`src/rtl/axis_chan_packetizer.sv`:
```
// rtl/axis_chan_packetizer.sv - frames a channel-tagged AXI stream into headered, length-bounded packets
module axis_chan_packetizer #(
  parameter int NUM_CHAN   = 6,
  parameter int DATA_WIDTH = 256,
  parameter int MAX_BEATS  = 64,
  parameter int SEQ_WIDTH  = 16
) (
  input  logic                  axis_clk,
  input  logic                  axis_rstn,
  input  logic                  s_axis_tvalid,
  output logic                  s_axis_tready,
  input  logic [DATA_WIDTH-1:0] s_axis_tdata,
  input  logic                  s_axis_tlast,
  input  logic [NUM_CHAN-1:0]   s_axis_tuser,
  output logic                  m_axis_tvalid,
  input  logic                  m_axis_tready,
  output logic [DATA_WIDTH-1:0] m_axis_tdata,
  output logic                  m_axis_tlast,
  output logic                  chan_err
);

  typedef enum logic {IDLE, BODY} state_t;

  localparam logic [15:0] LAST_IDX = 16'(MAX_BEATS - 1);

  state_t                state;
  logic [NUM_CHAN-1:0]   ch;
  logic [SEQ_WIDTH-1:0]  seq [NUM_CHAN];
  logic [15:0]           beat_cnt;
  logic                  load_en;
  logic                  s_hs;
  logic                  last_beat;
  logic [SEQ_WIDTH-1:0]  seq_cur;
  logic [7:0]            ch8;
  logic [DATA_WIDTH-1:0] hdr;

  // The output register is the only storage stage; it may load whenever empty or draining.
  assign load_en       = ~m_axis_tvalid | m_axis_tready;
  assign s_axis_tready = (state == BODY) & load_en;
  assign s_hs          = s_axis_tvalid & s_axis_tready;
  // A beat closes its output packet on the input tlast or when the segment is full.
  assign last_beat     = s_axis_tlast | (beat_cnt == LAST_IDX);

  // Header channel field is the low byte of tuser, zero-padded for narrow tuser.
  generate
    if (NUM_CHAN >= 8) begin : g_ch_wide
      assign ch8 = s_axis_tuser[7:0];
    end else begin : g_ch_narrow
      assign ch8 = {{(8 - NUM_CHAN){1'b0}}, s_axis_tuser};
    end
  endgenerate

  // Select the sequence number of the channel presented on tuser.
  always_comb begin
    seq_cur = '0;
    for (int i = 0; i < NUM_CHAN; i++) begin
      if (s_axis_tuser == NUM_CHAN'(i)) seq_cur = seq[i];
    end
  end

  // Assemble the header word: marker, channel, sequence number.
  always_comb begin
    hdr        = '0;
    hdr[15:0]  = 16'(seq_cur);
    hdr[23:16] = ch8;
    hdr[31:24] = 8'hA5;
  end

  // Framing FSM with the registered output stage, sequence counters and sticky error.
  always_ff @(posedge axis_clk or negedge axis_rstn) begin
    if (!axis_rstn) begin
      state         <= IDLE;
      ch            <= '0;
      beat_cnt      <= '0;
      chan_err      <= 1'b0;
      m_axis_tvalid <= 1'b0;
      m_axis_tdata  <= '0;
      m_axis_tlast  <= 1'b0;
      for (int i = 0; i < NUM_CHAN; i++) seq[i] <= '0;
    end else begin
      case (state)
        IDLE: begin
          if (s_axis_tvalid && load_en) begin
            m_axis_tdata  <= hdr;
            m_axis_tvalid <= 1'b1;
            m_axis_tlast  <= 1'b0;
            ch            <= s_axis_tuser;
            for (int i = 0; i < NUM_CHAN; i++) begin
              if (s_axis_tuser == NUM_CHAN'(i)) seq[i] <= seq[i] + 1'b1;
            end
            state <= BODY;
          end else if (m_axis_tready) begin
            m_axis_tvalid <= 1'b0;
          end
        end
        BODY: begin
          if (s_hs) begin
            m_axis_tdata  <= s_axis_tdata;
            m_axis_tvalid <= 1'b1;
            m_axis_tlast  <= last_beat;
            if (s_axis_tuser != ch) chan_err <= 1'b1;
            if (last_beat) begin
              beat_cnt <= '0;
              state    <= IDLE;
            end else begin
              beat_cnt <= beat_cnt + 16'd1;
            end
          end else if (m_axis_tready) begin
            m_axis_tvalid <= 1'b0;
          end
        end
        default: state <= IDLE;
      endcase
    end
  end

endmodule

```
`config.mk`:
```
export PLATFORM = sky130hd
export DESIGN_NAME = axis_chan_packetizer
export DESIGN_NICKNAME = d
export VERILOG_FILES = /design/src/rtl/axis_chan_packetizer.sv
export SDC_FILE = /design/constraint.sdc
export NUM_CORES = 1
export LEC_CHECK = 0
export CAP_MARGIN = 25
export CORE_AREA = 4 4 201 203
export DETAILED_ROUTE_END_ITERATION = 8
export DIE_AREA = 0 0 205 207
export GPL_TIMING_DRIVEN = 0
export PLACE_DENSITY = 0.8
export SLEW_MARGIN = 0
export SYNTH_ARGS = -nofsm -noshare
export SYNTH_HDL_FRONTEND = slang
export SYNTH_SLANG_ARGS = --single-unit
```
`constraint.sdc`:
```
create_clock -name axis_clk -period 3.8 [get_ports axis_clk]
set_input_delay 0.38 -clock axis_clk [delete_from_list [all_inputs] [get_ports axis_clk]]
set_output_delay 0.38 -clock axis_clk [all_outputs]
set_load 0.02 [all_outputs]
```
==> metrics.txt, run 1 <==
status finished clean; yosys warns 0; total track usage 28.4%; core area approximately 38000 µm²; RSZ-0062 raised after global routing false; Max FO, Critical Path 10; setup total negative slack 0 ps; Worst IR Drop VDD between 200 and 300 µV; number of hold buffers added after cts 1; first-pass GRT wire length 90.2 mm; total CTS buffers 42; Clock power frac between 30% and 40%; Worst Setup SP m_axis_tvalid; H-Tree Depth 2; First-pass DRT Iterations 5; skew final between 10 and 15 ps; async set-reset flop share out of synthesis between 90% and 100%; pin count of the biggest net entering global routing between 100 and 150; maxcap violations 0; arrival time at the worst endpoint about 3400 ps; period utilization ~78%; Antenna Nets Post-Route 0; Design Area, Final ~23000 µm²; post-cts resize count 0; final core occ between 50% and 60%; FF+latch count, synth around 380; library cells used by synthesis 46; P_leak a little under 10 nW; CP Class flop to flop; Starting Density between 30% and 40%; Mapped Area ~15000 µm²; Worst-Skew Late Latency around 550 ps; Flop pwr share 40.3%; initial antenna violation count 19; clk slew on worst S/H paths 60 ps; Slew Limit Fails 0; cell taking the most area after synthesis dfrtp_1; initial drt markers ~1300; share of cells above drive strength 1 under 10%; Tmin final roughly 3000 ps; Pint between 8 and 9 mW; Post-synth EDFFs 0; Area Growth Syn to Fin 49.0%; GRT Residual Overflow 0; max_slew headroom 32.0%; site row count 72; top cell type's share of synthesized area roughly three fifths; chip height a little over 200 µm; CTS tree built; Least-Margin Pin Slew 1010 ps; Die Wd 205 µm; I/O pin cnt about 530; nature of the critical path endpoint flop; dpl cell area roughly 21000 µm²; sequential share of the synthesized area between 60% and 70%; Top FF cell, synth dfrtp_1; max frequency about 340 MHz; power share of the combinational group around 24%; Max clock buf depth 3; die area 42400 µm²; Routed WL about 62 mm; TritonCTS Sinks roughly 380; DP Wirelength 48.8 mm; Overall Power approximately 12 mW; Power Density ~530 nW/µm²; NumNets Final around 2000; Avg Synthesized Cell Area ~13 µm²; routed len/inst between 20 and 30 µm; Synth Net Count approximately 1500; vias in the first global route between 10000 and 15000; DR vias approximately 13000; CP Launch Type flop; cells after synthesis around 1200; post-CTS setup buffer count 0; vias per cell 5.60; clock root buffer clkbuf_16; Switching Share about 29%; gpl congestion 0.942; Net Switching ~3.5 mW; I/O Buffers ~530; final setup fails 0; top post-synthesis cells by area dfrtp_1 (62%), a22o_1 (13%), xnor2_1 (4.3%); Crit Reg-Reg Startpoint m_axis_tvalid; worst min-delay path class input pin to async pin; Residual DRC 0; Hold Vio Cnt, Final 0; CP required about 4300 ps
==> routing by layer <==
metal,vias up,track usage (%),routed length (µm)
li1,5635,-,-
met1,6651,38.4,25500
met2,666,42.7,27900
met3,117,10.6,6930
met4,10,8.92,1850
met5,-,0,60
==> power by group through the flow <==
stage	sequential [mW]	combinational, mW	clock [mW]
final	4.85	2.89	4.28
after global routing	4.89	3.02	4.49
after CTS	4.83	2.90	4.34
after detailed placement	4.89	2.88	0
after global placement	4.88	2.83	0
after floorplan	5.40	0.650	0
==> per-stage QoR <==
stage	worst slack, ps	std cells	hold slack (ps)
floorplan	1920	1205	84.4
global placement	-13720	2248	443
detailed placement	293	2251	419
CTS	739	2328	389
global route	632	2332	419
finish	843	2337	421
==> worst paths after layout <==
kind                                      to  slack (ps)  cells after the start
hold / removal             m_axis_tdata[223]         420                      2
max in group asynchronous  m_axis_tdata[116]        1970                      4
hold reg to reg                      seq[54]         470                      1
setup / recovery           m_axis_tdata[130]         840                      6
setup reg to reg           m_axis_tdata[130]         840                      6
min in group axis_clk        m_axis_tdata[4]         430                      3
==> Yosys cell counts (3+ instances only) <==
cell type,n
clkbuf_1,63
nor2b_1,8
a221oi_1,11
mux2_2,11
nand3_1,42
buf_1,4
o211ai_1,6
nand2_1,81
a21oi_1,5
nor4_1,8
inv_1,7
mux2i_1,15
buf_2,12
nor3_1,18
dfrtp_1,378
nor3_2,3
mux4_2,8
o21ai_0,28
nor2_1,52
a22o_1,230
xor2_1,31
ha_1,7
o221ai_1,3
and4_1,10
o22a_1,4
o32ai_1,6
xnor2_1,75
and2_1,5
nand4_1,28
and3_1,23
==> cell families (layout without fill, tap and decap cells) <==
group,count (synthesis),in the layout,share of synthesized area (%)
adders and majority gates,7,7,0.573
xor gates and xnor gates,106,106,6.07
and+or+nand+nor,288,288,9.77
buffers and inverters,87,692,2.23
AOI/OAI and AO/OA,305,305,16.6
muxes,34,34,2.97
DFF,378,378,61.8
other,0,9,0
==> flip-flops by register name, summed over array words and instances (netlist names) <==
signal / cells
beat_cnt: 16
chan_err: 1
m_axis_tvalid: 1
m_axis_tdata: 256
m_axis_tlast: 1
seq: 96
state: 1
ch: 6
==> layout by cell type, fill, tap and decap left out, drive strengths merged, types with 3 or more instances in the layout <==
master / synthesis / layout
a21oi: 5 / 5
a221oi: 11 / 11
a22o: 230 / 230
and2: 5 / 5
and3: 23 / 23
and4: 10 / 10
buf: 16 / 20
bufinv: 0 / 4
clkbuf: 63 / 123
clkdlybuf4s50: 0 / 524
clkinv: 0 / 8
clkinvlp: 0 / 3
dfrtp: 378 / 378
diode: 0 / 9
ha: 7 / 7
inv: 8 / 9
mux2: 11 / 11
mux2i: 15 / 15
mux4: 8 / 8
nand2: 81 / 81
nand3: 42 / 42
nand4: 29 / 29
nor2: 52 / 52
nor2b: 8 / 8
nor3: 21 / 21
nor4: 11 / 11
o211ai: 6 / 6
o21ai: 28 / 28
o221ai: 3 / 3
o22a: 4 / 4
o32ai: 6 / 6
xnor2: 75 / 75
xor2: 31 / 31
==> worst max-delay path: stages (launching register included) <==
cell and delay (ps):
dfrtp_1 400, nand2b_1 190, nand2_1 220, nor2_1 770, clkbuf_1 530, clkbuf_1 530
a22o_1 240
==> area by class of cell <==
cell class              count  area, µm²
fillers                  3010      15700
flip-flops and latches    378       9460
multi-input cells         740       5500
repair buffers            529       5350
clock buffers              60       1260
well taps                 518        648
plain buffers              79        312
clock inverters            16        206
inverters                   8       30.0
diodes                      9       22.5
Note: power is estimated with default switching activity, not from simulation.
==> inputs of run 2 (changes only) <==
- clock period: 3.8 -> 2.8 ns (I/O delays scaled with it)
==> metrics.txt, run 2 (synthesized netlist as in run 1, its figures left out) <==
worst min-delay path class input pin to async pin; Die Wd a little over 200 µm; first-pass GRT wire length about 90 mm; I/O Buffers around 530; max frequency 396 MHz; period utilization 90.2%; RSZ-0062 raised after global routing false; Antenna Nets Post-Route 0; met3 wire len 7.14 mm; Least-Margin Pin Slew between 900 and 1000 ps; top flop regs m_axis_tdata (256), seq (96), beat_cnt (16); WL met2 between 20 and 30 mm; Slew Limit Fails 0; share of cells above drive strength 1 under 10%; CP required 3280 ps; I/O pin cnt about 530; arrival time at the worst endpoint 3000 ps; H-Tree Depth 2; maxcap violations 0; max_slew headroom roughly 33%; Largest register FFs 256; routed len/inst around 27 µm; TritonCTS Sinks around 380; Power Density slightly above 700 nW/µm²; max layer used met5; post-CTS setup buffer count 0; CP Launch Type flop; final setup fails 0; Tmin final about 2500 ps; NumNets Final between 2000 and 2500; P_leak a little under 10 nW; most frequent cells in the layout clkdlybuf4s50_1 (524), dfrtp_1 (378), a22o_1 (230); DR vias ~13000; chip height 207 µm; total CTS buffers 42; skew final 9.54 ps; Routed WL 62.1 mm; DP Wirelength slightly below 50 mm; Residual DRC 0; Worst IR Drop VDD 387 µV; status finished clean; clock root buffer clkbuf_16; nature of the critical path endpoint flop; pin count of the biggest net entering global routing around 120; vias per cell 5.62; dpl cell area roughly 21000 µm²; M1 WL 25.2 mm; Starting Density 39.8%; initial antenna violation count 19; CTS tree built; core area a little under 40000 µm²; gpl congestion 0.942; Worst-Skew Late Latency 550 ps; Hold Vio Cnt, Final 0; Max clock buf depth 3; GRT Residual Overflow 0; site row count 72; clk slew on worst S/H paths 60 ps; most common cell after layout, fill and taps aside clkdlybuf4s50_1; total track usage around 28%; most flop-heavy register m_axis_tdata; CP Class flop to flop; Max FO, Critical Path 10; Overall Power 16.3 mW; Area Growth Syn to Fin 49.0%; die area approximately 42000 µm²; vias in the first global route between 10000 and 15000; Design Area, Final 22800 µm²; initial drt markers 1242; First-pass DRT Iterations 5
==> run 2: cell count changes in the layout (fill, tap and decap cells not counted), sizes merged <==
cell / delta
diode: -3
==> run 2: stage by stage <==
step	setup WS, ps	utilization [%]	TNS (ps)	std cells	hold slack [ps]
2_1_floorplan	920	-	0	1205	-15.6
3_3_place_gp	-14620	55.1	-5599790	2248	443
3_5_place_dp	-607	55.3	-91840	2251	319
4_1_cts	7.16	59.2	0	2328	289
5_1_grt	108	59.2	0	2332	319
6_report	274	59.2	0	2334	321
==> run 2: power breakdown <==
| group | internal, mW | total [mW] | leakage [nW] | switching [mW] |
|---|---|---|---|---|
| Clock | 3.51 | 5.80 | 0.718 | 2.29 |
| Sequential | 6.13 | 6.57 | 4.89 | 0.449 |
| Combinational | 1.90 | 3.93 | 4.34 | 2.02 |
| Total | 11.5 | 16.3 | 9.94 | 4.76 |
==> run 2: cell type report <==
type | instances | area, µm²
antenna | 6 | 15.0
fill | 3009 | 15700
tap | 518 | 648
clock buffer | 60 | 1260
clock inverter | 16 | 206
sequential | 378 | 9460
multi-input combinational | 740 | 5500
inverter | 8 | 30.0
buffer | 79 | 315
timing repair buffer | 529 | 5350
==> run 2: worst max-delay path, cell delays in order (launching register included) <==
cell and delay (ps):
dfrtp_1 400, nand2b_1 190, nand2_1 250, nor2_4 360, clkbuf_1 520, clkbuf_1 510
a22o_1 220
==> run 2: worst paths after layout <==
| path | cells after the start | end | from | slack [ps] |
|---|---|---|---|---|
| worst max-delay path | 6 | m_axis_tdata[204] | m_axis_tvalid | 270 |
| worst min-delay path | 2 | m_axis_tdata[223] | axis_rstn | 320 |
| max in group asynchronous | 4 | m_axis_tdata[116] | axis_rstn | 1060 |
| worst max register to register | 6 | m_axis_tdata[204] | m_axis_tvalid | 270 |
| worst min register to register | 1 | seq[54] | seq[54] | 470 |
| min in group axis_clk | 3 | m_axis_tdata[4] | s_axis_tdata[4] | 330 |
==> run 2: metal layers <==
| metal | vias up | GRT usage, % |
|---|---|---|
| met1 | 6647 | 38.4 |
| met2 | 714 | 42.7 |
| met4 | 10 | 8.92 |
| met3 | 125 | 10.6 |
| met5 | - | 0 |
| li1 | 5629 | - |
==> run 2: timing repair <==
item | in CTS | in global routing
endpoints found under the setup margin | 176 | 71
hold endpoints to repair | 88 | 0
pin swaps | 0 | 0
hold buffers | 1 | 0
gates resized for setup | 2 | 5
==> inputs of run 3 (changes only) <==
- TNS_END_PERCENT: unset -> 5
==> results of run 3 <==
Same layout as run 2: the final DEF is identical, and so are final timing and power.
